==> src/rtl/seg_scan_driver.sv <==
// Multiplexed multi-digit 7-segment driver.
// A double-buffered display register feeds a time-multiplexed scan. Each digit
// owns SCAN_DIV cycles, the first BLANK_CYC of which keep every anode off to
// stop ghosting. New values are staged in a pending buffer and copied to the
// display buffer only at the frame boundary, so a frame never shows a mix of
// old and new digits.

// Per-digit glyph decode. The glyph is produced in active-low form; the top
// level applies the output polarity once, after digit selection.
module seg_scan_lane (
    input  logic [3:0] nib,
    output logic [6:0] glyph,
    output logic       is_zero
);

    // Hex nibble to gfedcba pattern (0 = segment lit)
    always_comb begin
        glyph = 7'h7F;
        case (nib)
            4'h0: glyph = 7'b1000000;
            4'h1: glyph = 7'b1111001;
            4'h2: glyph = 7'b0100100;
            4'h3: glyph = 7'b0110000;
            4'h4: glyph = 7'b0011001;
            4'h5: glyph = 7'b0010010;
            4'h6: glyph = 7'b0000010;
            4'h7: glyph = 7'b1111000;
            4'h8: glyph = 7'b0000000;
            4'h9: glyph = 7'b0010000;
            4'hA: glyph = 7'b0001000;
            4'hB: glyph = 7'b0000011;
            4'hC: glyph = 7'b1000110;
            4'hD: glyph = 7'b0100001;
            4'hE: glyph = 7'b0000110;
            4'hF: glyph = 7'b0001110;
            default: glyph = 7'h7F;
        endcase
    end

    assign is_zero = (nib == 4'h0);

endmodule

module seg_scan_driver #(
    parameter int NUM_DIGITS     = 4,
    parameter int SCAN_DIV       = 50000,
    parameter int BLANK_CYC      = 500,
    parameter int SEG_ACTIVE_LOW = 1,
    parameter int AN_ACTIVE_LOW  = 1
) (
    input  logic                    clk,
    input  logic                    rst_n,
    input  logic [4*NUM_DIGITS-1:0] value,
    input  logic [NUM_DIGITS-1:0]   dp_in,
    input  logic                    load,
    input  logic                    lz_en,
    input  logic                    blank,
    output logic [6:0]              seg,
    output logic                    dp_out,
    output logic [NUM_DIGITS-1:0]   an,
    output logic                    frame_done
);

    localparam int CNT_W = $clog2(SCAN_DIV);
    localparam int IDX_W = (NUM_DIGITS > 1) ? $clog2(NUM_DIGITS) : 1;

    // Output levels for "dark"; seg/dp polarity and anode polarity are independent
    localparam logic [6:0]            SEG_OFF = (SEG_ACTIVE_LOW != 0) ? 7'h7F : 7'h00;
    localparam logic                  DP_OFF  = (SEG_ACTIVE_LOW != 0);
    localparam logic [NUM_DIGITS-1:0] AN_OFF  = (AN_ACTIVE_LOW != 0) ? '1 : '0;

    typedef struct packed {
        logic [NUM_DIGITS-1:0][3:0] nib;
        logic [NUM_DIGITS-1:0]      dp;
    } disp_buf_t;

    disp_buf_t        pending;
    disp_buf_t        display;
    logic [CNT_W-1:0] div_cnt;
    logic [IDX_W-1:0] digit_idx;

    logic slot_end;
    logic frame_end;
    logic lit_win;
    logic lit;

    logic [NUM_DIGITS-1:0][6:0] glyph;
    logic [NUM_DIGITS-1:0]      nib_zero;
    logic [NUM_DIGITS-1:0]      suppress;
    logic                       zero_run;

    logic [6:0]            seg_al;
    logic                  dp_al;
    logic [NUM_DIGITS-1:0] an_hot;
    logic [6:0]            seg_nxt;
    logic                  dp_nxt;
    logic [NUM_DIGITS-1:0] an_nxt;

    assign slot_end  = (div_cnt == CNT_W'(SCAN_DIV - 1));
    assign frame_end = slot_end && (digit_idx == IDX_W'(NUM_DIGITS - 1));

    // With no blank time every slot position is a lit position
    generate
        if (BLANK_CYC == 0) begin : g_no_gap
            assign lit_win = 1'b1;
        end else begin : g_gap
            assign lit_win = (div_cnt >= CNT_W'(BLANK_CYC));
        end
    endgenerate

    assign lit = lit_win && !blank;

    generate
        for (genvar g = 0; g < NUM_DIGITS; g++) begin : g_lane
            seg_scan_lane u_lane (
                .nib     (display.nib[g]),
                .glyph   (glyph[g]),
                .is_zero (nib_zero[g])
            );
        end
    endgenerate

    // A digit is a leading zero when it and every digit above it are zero;
    // digit 0 always shows so a zero value still reads "0"
    always_comb begin
        zero_run = 1'b1;
        suppress = '0;
        for (int i = NUM_DIGITS - 1; i >= 0; i--) begin
            zero_run    = zero_run & nib_zero[i];
            suppress[i] = lz_en & zero_run & (i != 0);
        end
    end

    // Next output values for the current slot, built in active-low form first
    always_comb begin
        an_hot = '0;
        seg_al = 7'h7F;
        dp_al  = 1'b1;
        if (lit) begin
            an_hot[digit_idx] = 1'b1;
            seg_al = suppress[digit_idx] ? 7'h7F : glyph[digit_idx];
            dp_al  = ~display.dp[digit_idx];
        end
        seg_nxt = (SEG_ACTIVE_LOW != 0) ? seg_al : ~seg_al;
        dp_nxt  = (SEG_ACTIVE_LOW != 0) ? dp_al  : ~dp_al;
        an_nxt  = (AN_ACTIVE_LOW  != 0) ? ~an_hot : an_hot;
    end

    // Scan counters and the two display buffers; swap only at the frame boundary
    always_ff @(posedge clk) begin
        if (!rst_n) begin
            pending   <= '0;
            display   <= '0;
            div_cnt   <= '0;
            digit_idx <= '0;
        end else begin
            if (load)
                pending <= {value, dp_in};
            if (frame_end)
                display <= pending;
            if (slot_end) begin
                div_cnt   <= '0;
                digit_idx <= (digit_idx == IDX_W'(NUM_DIGITS - 1)) ? '0 : digit_idx + 1'b1;
            end else begin
                div_cnt <= div_cnt + 1'b1;
            end
        end
    end

    // Registered pin drivers, one cycle behind the scan state
    always_ff @(posedge clk) begin
        if (!rst_n) begin
            seg        <= SEG_OFF;
            dp_out     <= DP_OFF;
            an         <= AN_OFF;
            frame_done <= 1'b0;
        end else begin
            seg        <= seg_nxt;
            dp_out     <= dp_nxt;
            an         <= an_nxt;
            frame_done <= frame_end;
        end
    end

endmodule

==> config.mk <==
export PLATFORM = sky130hd
export DESIGN_NAME = seg_scan_driver
export DESIGN_NICKNAME = d
export VERILOG_FILES = /design/src/rtl/seg_scan_driver.sv
export SDC_FILE = /design/constraint.sdc
export NUM_CORES = 1
export LEC_CHECK = 0
export CORE_MARGIN = 2
export CORE_UTILIZATION = 58
export DETAILED_ROUTE_END_ITERATION = 8
export PLACE_DENSITY = 0.91
export SLEW_MARGIN = 20
export SYNTH_ARGS = -nofsm -noshare
export SYNTH_HDL_FRONTEND = slang
export SYNTH_SLANG_ARGS = --single-unit
==> constraint.sdc <==
create_clock -name clk -period 4.1 [get_ports clk]
set_clock_uncertainty 0.15 [all_clocks]
set_input_delay 0.82 -clock clk [delete_from_list [all_inputs] [get_ports clk]]
set_output_delay 0.82 -clock clk [all_outputs]
set_load 0.05 [all_outputs]
==> impl_metrics.toml, run 1 <==
[global_routing]
gr-usage-all-layers_pct = 22.3
antenna_found_initial = 0
grt_pass1_vias = 3224
gr-total-overflow = 0
grt_first_pass_wirelength_um = 15200
grt_max_degree = 31

[floorplan]
ios = 38
rows = 32
die_y_um = 92.9
core_um2 = 7690
die_w_um = 92.9
dieArea_um2 = 8630
floorplan.initialDensity_pct = 59.6

[status]
status = "finished, final reports clean"

[cells_and_area]
antennaDiodeCount = 0
drive_above_1_share_pct = 10.6
final_common_cell = "dfxtp_1"
area_growth_pct = 12.9
most-common-layout-cells = "99 x dfxtp_1, 37 x nand2_1, 36 x clkdlybuf4s50_1, 35 x mux2i_1, 34 x nor2b_1"
nets = 532
fillCellCount = 596

[logic_synthesis]
synth-compound-area-share_pct = 9.15
synth_xor_area_share_pct = 3.44
muxShareOfSynthArea_pct = 13.9
synth_edf_count = 0
synth_top_family_by_area = "simple AND/OR/NAND/NOR gates"
yosysTopAreaCellShare_pct = 43.2
synthCells = 442
synth_ff_type = "dfxtp_1"
synthAdderAreaFrac_pct = 8.19
yosys.area.top_type = "dfxtp_1"
ys_warn_count = 0
synth_cell_types = 45
ys_ff_latch = 99
synth_area_leaders = "dfxtp_1 43%, ha_1 8.2%, mux2i_1 7.6%"
ys_async_sr_fraction_pct = 0
ys_seq_area_share_pct = 43.2
synth_nets = 497
avgSynthCellArea_um2 = 10.4
netlist_area_um2 = 4580
synthSimpleGateAreaFrac_pct = 17.9

[setup_path]
r2r_slack_ns = 0.43
endpoint_kind = "flop"
ff2ff_path_depth = 8
arrival_ns = 3.75
r2r_end = "g_lane[3].u_lane.glyph[3]"
crit_type = "flop to flop"
crit-reg2reg-launch = "digit_idx[1]"
required_ns = 4.18
startpoint = "digit_idx[1]"
start_kind = "flop"
cp_max_fo = 29

[route]
dr_total_vias = 3245
ant_nets = 0
wire_per_inst_um = 15.5
drtPass1Iterations = 5
drtIter0Drc = 252
vias_per_cell = 5.58
drc_errors = 0
drt_wl_total_um = 9020

[run]
cap_viol_max_count = 0

[clocking]
post_cts_buffers = 0
cts_made_buffers = 9
cts-root-buf = "clkbuf_8"
clk_latency_ns = 0.36
ctsResizeCount = 0
cts_tree = "done"
cts_buffer_depth = 2
clk_pin_slew_ns = 0.09
hold_buffers = 0
cts_sinks = 99
htreeDepth = 3

[sta]
hold_violations = 0
rsz0062_at_grt = "no"
min_period_ns = 3.67
finalSetupTns_ns = 0
setup_slack_ns = 0.430
worstMarginPinSlew_ns = 0.811
relSlewSlack_pct = 45.2
setup_violations = 0
clock.fmax_ghz = 0.273
finalCritPeriodShare_pct = 89.5
slew_viol_final = 0

[min_path]
worstHoldPathType = "flop to flop"
whs_endpoint = "display[0]"
min_from = "display[0]"
whs_path_depth = 2

[placed_design]
dp_worst_setup_slack_ns = 0.503
dp_hpwl_um = 6390
io_buffer_count = 37
place.gp.congestion = 0.977

[pwr]
p_leak_nw = 2.07
powerDensity_nw_per_um2 = 311
power_mw = 1.61
peakVddDrop_v = 0.000172
[synth_stat cells (3+ instances only)]
library cell  number
xnor2_1           10
nand2_1           37
buf_1              3
inv_1             15
inv_2              6
nand3_1           17
clkbuf_1           9
a32oi_1            3
a31oi_4            4
and3_1             5
a21oi_1           10
mux4_2            11
a21boi_0           6
and2_1             4
dfxtp_1           99
o31ai_1            7
nand2b_1          13
o221a_2            4
or3_1              4
nor2_1            26
nor2b_1           34
buf_6              5
mux2i_1           35
xor2_1             8
o22ai_1           12
ha_1              30
nor4_1             4
[worst max-delay path: stages, from the launching register on]
cell	delay, ns
dfxtp_1	0.70
ha_1	0.30
nand4_1	0.13
or4_4	0.68
mux2i_1	0.22
nor2b_1	0.36
inv_1	0.19
ha_1	0.33
mux4_2	0.46
[worst max path at each step]
stage / endpoint / slack [ns] / depth (start not counted)
3_5_place_dp: g_lane[3].u_lane.glyph[3] / 0.50 / 8
6_report: g_lane[3].u_lane.glyph[3] / 0.43 / 8
2_1_floorplan: g_lane[3].u_lane.glyph[3] / 0.69 / 10
5_1_grt: g_lane[3].u_lane.glyph[3] / 0.24 / 8
4_1_cts: g_lane[3].u_lane.glyph[3] / 0.48 / 8
3_3_place_gp: g_lane[0].u_lane.glyph[3] / 0.66 / 8
[layout make-up]
class | count | area, um2 | share of cell area [%]
clock inverters | 2 | 12.5 | 0.242
flip-flops and latches | 99 | 1980 | 38.3
inverters | 22 | 85.1 | 1.64
well taps | 102 | 128 | 2.47
clock buffers | 12 | 155 | 3.00
repair buffers | 42 | 403 | 7.79
multi-input cells | 303 | 2410 | 46.6
[cell families (layout without fill, tap and decap cells)]
| kind of cell | after synthesis | in the layout |
|---|---|---|
| fa+ha+maj | 30 | 30 |
| xor+xnor | 18 | 18 |
| mux | 48 | 48 |
| flops | 99 | 99 |
| compound gates | 52 | 52 |
| simple gates | 155 | 155 |
| buf+inv | 40 | 78 |
[metrics by stage]
step,hold slack (ns),cell area [um2],std cells,util (%)
global placement,0.288,5010,568,65.1
finish,0.317,5170,582,67.3
CTS,0.319,5170,582,67.3
global route,0.350,5170,582,67.3
floorplan,0.276,4580,442,-
detailed placement,0.307,5010,568,65.1
[flip-flops by register name (all words and copies together) (netlist names)]
signal,cells
seg,7
dp_out,1
an,4
frame_done,1
digit_idx,2
div_cnt,16
g_lane.u_lane.glyph,28
display,20
pending,20
[power breakdown]
group          total, mW  internal (mW)  leakage (nW)  switching, mW
Combinational     0.0705         0.0416          1.18         0.0289
Clock              0.550          0.246        0.0843          0.304
Sequential         0.986          0.975         0.802         0.0113
Total               1.61           1.26          2.07          0.344
[routing by layer]
| layer | track usage [%] | part of all wire (%) | vias to the layer above |
|---|---|---|---|
| met1 | 28.5 | 46 | 1546 |
| met4 | 7.48 | 0.89 | 0 |
| met5 | 0 | 0 | - |
| met3 | 5.13 | 4.7 | 10 |
| li1 | - | - | 1591 |
| met2 | 37.3 | 48 | 98 |
Note: power is estimated with default switching activity, not from simulation.
==> inputs of run 2 (changes only) <==
--- a/config.mk
+++ b/config.mk
@@ -6,10 +6,11 @@
 export NUM_CORES = 1
 export LEC_CHECK = 0
 export CORE_MARGIN = 2
-export CORE_UTILIZATION = 58
+export CORE_UTILIZATION = 56
 export DETAILED_ROUTE_END_ITERATION = 8
-export PLACE_DENSITY = 0.91
+export PLACE_DENSITY = 0.89
 export SLEW_MARGIN = 20
 export SYNTH_ARGS = -nofsm -noshare
 export SYNTH_HDL_FRONTEND = slang
+export SYNTH_HIERARCHICAL = 1
 export SYNTH_SLANG_ARGS = --single-unit
==> run 2 against run 1 <==
Compared with the run above:
- sequential power shrank 28%
- utilization shrank 0.14 points
- non-clock buffer count shrank 4
- highest routed layer unchanged
==> impl_metrics.toml, run 2 <==
[placed_design]
io_buffer_count = 37
dp_hpwl_um = 5410
place.gp.congestion = 0.886
placed_area_um2 = 4350

[global_routing]
grt_max_degree = 28
gr-usage-all-layers_pct = 21.0
gr-total-overflow = 0
grt_first_pass_wirelength_um = 12600
grt_pass1_vias = 2728
antenna_found_initial = 0

[logic_synthesis]
synth_nets = 443
avgSynthCellArea_um2 = 10.4
netlist_area_um2 = 3980
synthCells = 384
ys_warn_count = 6

[setup_path]
crit_type = "input pin to flop"
arrival_ns = 2.68
ff2ff_path_depth = 6
cp_max_fo = 27
required_ns = 4.25
r2r_slack_ns = 1.66
r2r_end = "seg[3]"
slowest_stage = "clkdlybuf4s50_1"
crit-reg2reg-launch = "display[4]"
path_cells = "clkdlybuf4s50_1 > o21a_1 > a22o_2"
cp_slowest_stage_delay_ns = 0.95
endpoint_kind = "flop"
start_kind = "input pin"

[route]
wire_per_inst_um = 14.7
ant_nets = 0
dr_total_vias = 2826
drc_errors = 0
drtIter0Drc = 160
drt_wl_total_um = 7550
vias_per_cell = 5.50
drtPass1Iterations = 4

[cells_and_area]
nets = 472
final-seq-area_um2 = 1420
reg_top3 = "display: 20 flops, pending: 20 flops, div_cnt: 16 flops"
drive_above_1_share_pct = 12.9
antennaDiodeCount = 0
most-common-layout-cells = "71 x dfxtp_1, 39 x nor2_1, 37 x mux2i_1, 36 x clkdlybuf4s50_1, 34 x ha_1"
multiInputGateArea_um2 = 2360
fin_area_um2 = 4590
final_common_cell = "dfxtp_1"
fillCellCount = 519
area_growth_pct = 15.2

[floorplan]
dieArea_um2 = 7800
die_w_um = 88.3
core_um2 = 6830
ios = 38
rows = 30
floorplan.initialDensity_pct = 58.3
die_y_um = 88.3

[sta]
finalSetupTns_ns = 0
clock.fmax_ghz = 0.394
slew_viol_final = 0
relSlewSlack_pct = 48.8
hold_slack_ns = 0.327
setup_violations = 0
hold_violations = 0
min_period_ns = 2.54
worstMarginPinSlew_ns = 0.767
rsz0062_at_grt = "no"
finalCritPeriodShare_pct = 61.9

[min_path]
worstHoldPathType = "flop to flop"
whs_path_depth = 1
whs_endpoint = "display[12]"
min_from = "pending[12]"

[clocking]
cts_made_buffers = 9
ctsResizeCount = 0
cts-root-buf = "clkbuf_8"
htreeDepth = 3
post_cts_buffers = 0
clk_pin_slew_ns = 0.08
clk_latency_ns = 0.35
cts_buffer_depth = 2
hold_buffers = 0
cts_tree = "done"
cts_sinks = 71

[pwr]
p_leak_nw = 1.75
peakVddDrop_v = 0.000300
power_mw = 1.45
powerDensity_nw_per_um2 = 317

[status]
status = "finished, final reports clean"

[run]
cap_viol_max_count = 0
run 2: how the worst max path moves through the flow:
stage,from,end,slack (ns)
final,rst_n,display[6],1.56
after global routing,rst_n,display[6],1.38
after CTS,rst_n,display[6],1.56
after detailed placement,rst_n,display[6],1.18
after global placement,rst_n,display[15],1.24
after floorplan,display[16],seg[3],1.93
run 2: cell type report:
type	instances	share of cell area, %
multi-input cells	274	51.4
flip-flops and latches	71	31.0
repair buffers	38	8.12
clock buffers	10	2.78
well taps	96	2.62
clock inverters	6	2.54
inverters	19	1.55
run 2: worst max-delay path, delay by kind of cell:
family	cells	cell delay, ns
AO/OA/AOI/OAI	2	0.91
buffers and inverters	1	0.95
run 2: metal layers:
metal	vias to the layer above	routed length [um]	global-route usage, %
li1	1419	-	-
met1	1334	3350	25.7
met2	62	3740	35.3
met3	11	334	5.32
met4	0	131	8.82
met5	-	0	0
run 2: metrics by stage:
| step | utilization (%) | setup WS, ns | instances |
|---|---|---|---|
| after global routing | 67.2 | 1.38 | 514 |
| after floorplan | - | 1.93 | 384 |
| final | 67.2 | 1.56 | 514 |
| after global placement | 63.7 | 1.24 | 498 |
| after CTS | 67.3 | 1.56 | 514 |
| after detailed placement | 63.7 | 1.18 | 498 |
run 2: where the power goes:
group / switching [mW] / total [mW] / internal (mW)
logic: 0.0247 / 0.0624 / 0.0377
clock network: 0.268 / 0.677 / 0.408
registers: 0.0106 / 0.714 / 0.703
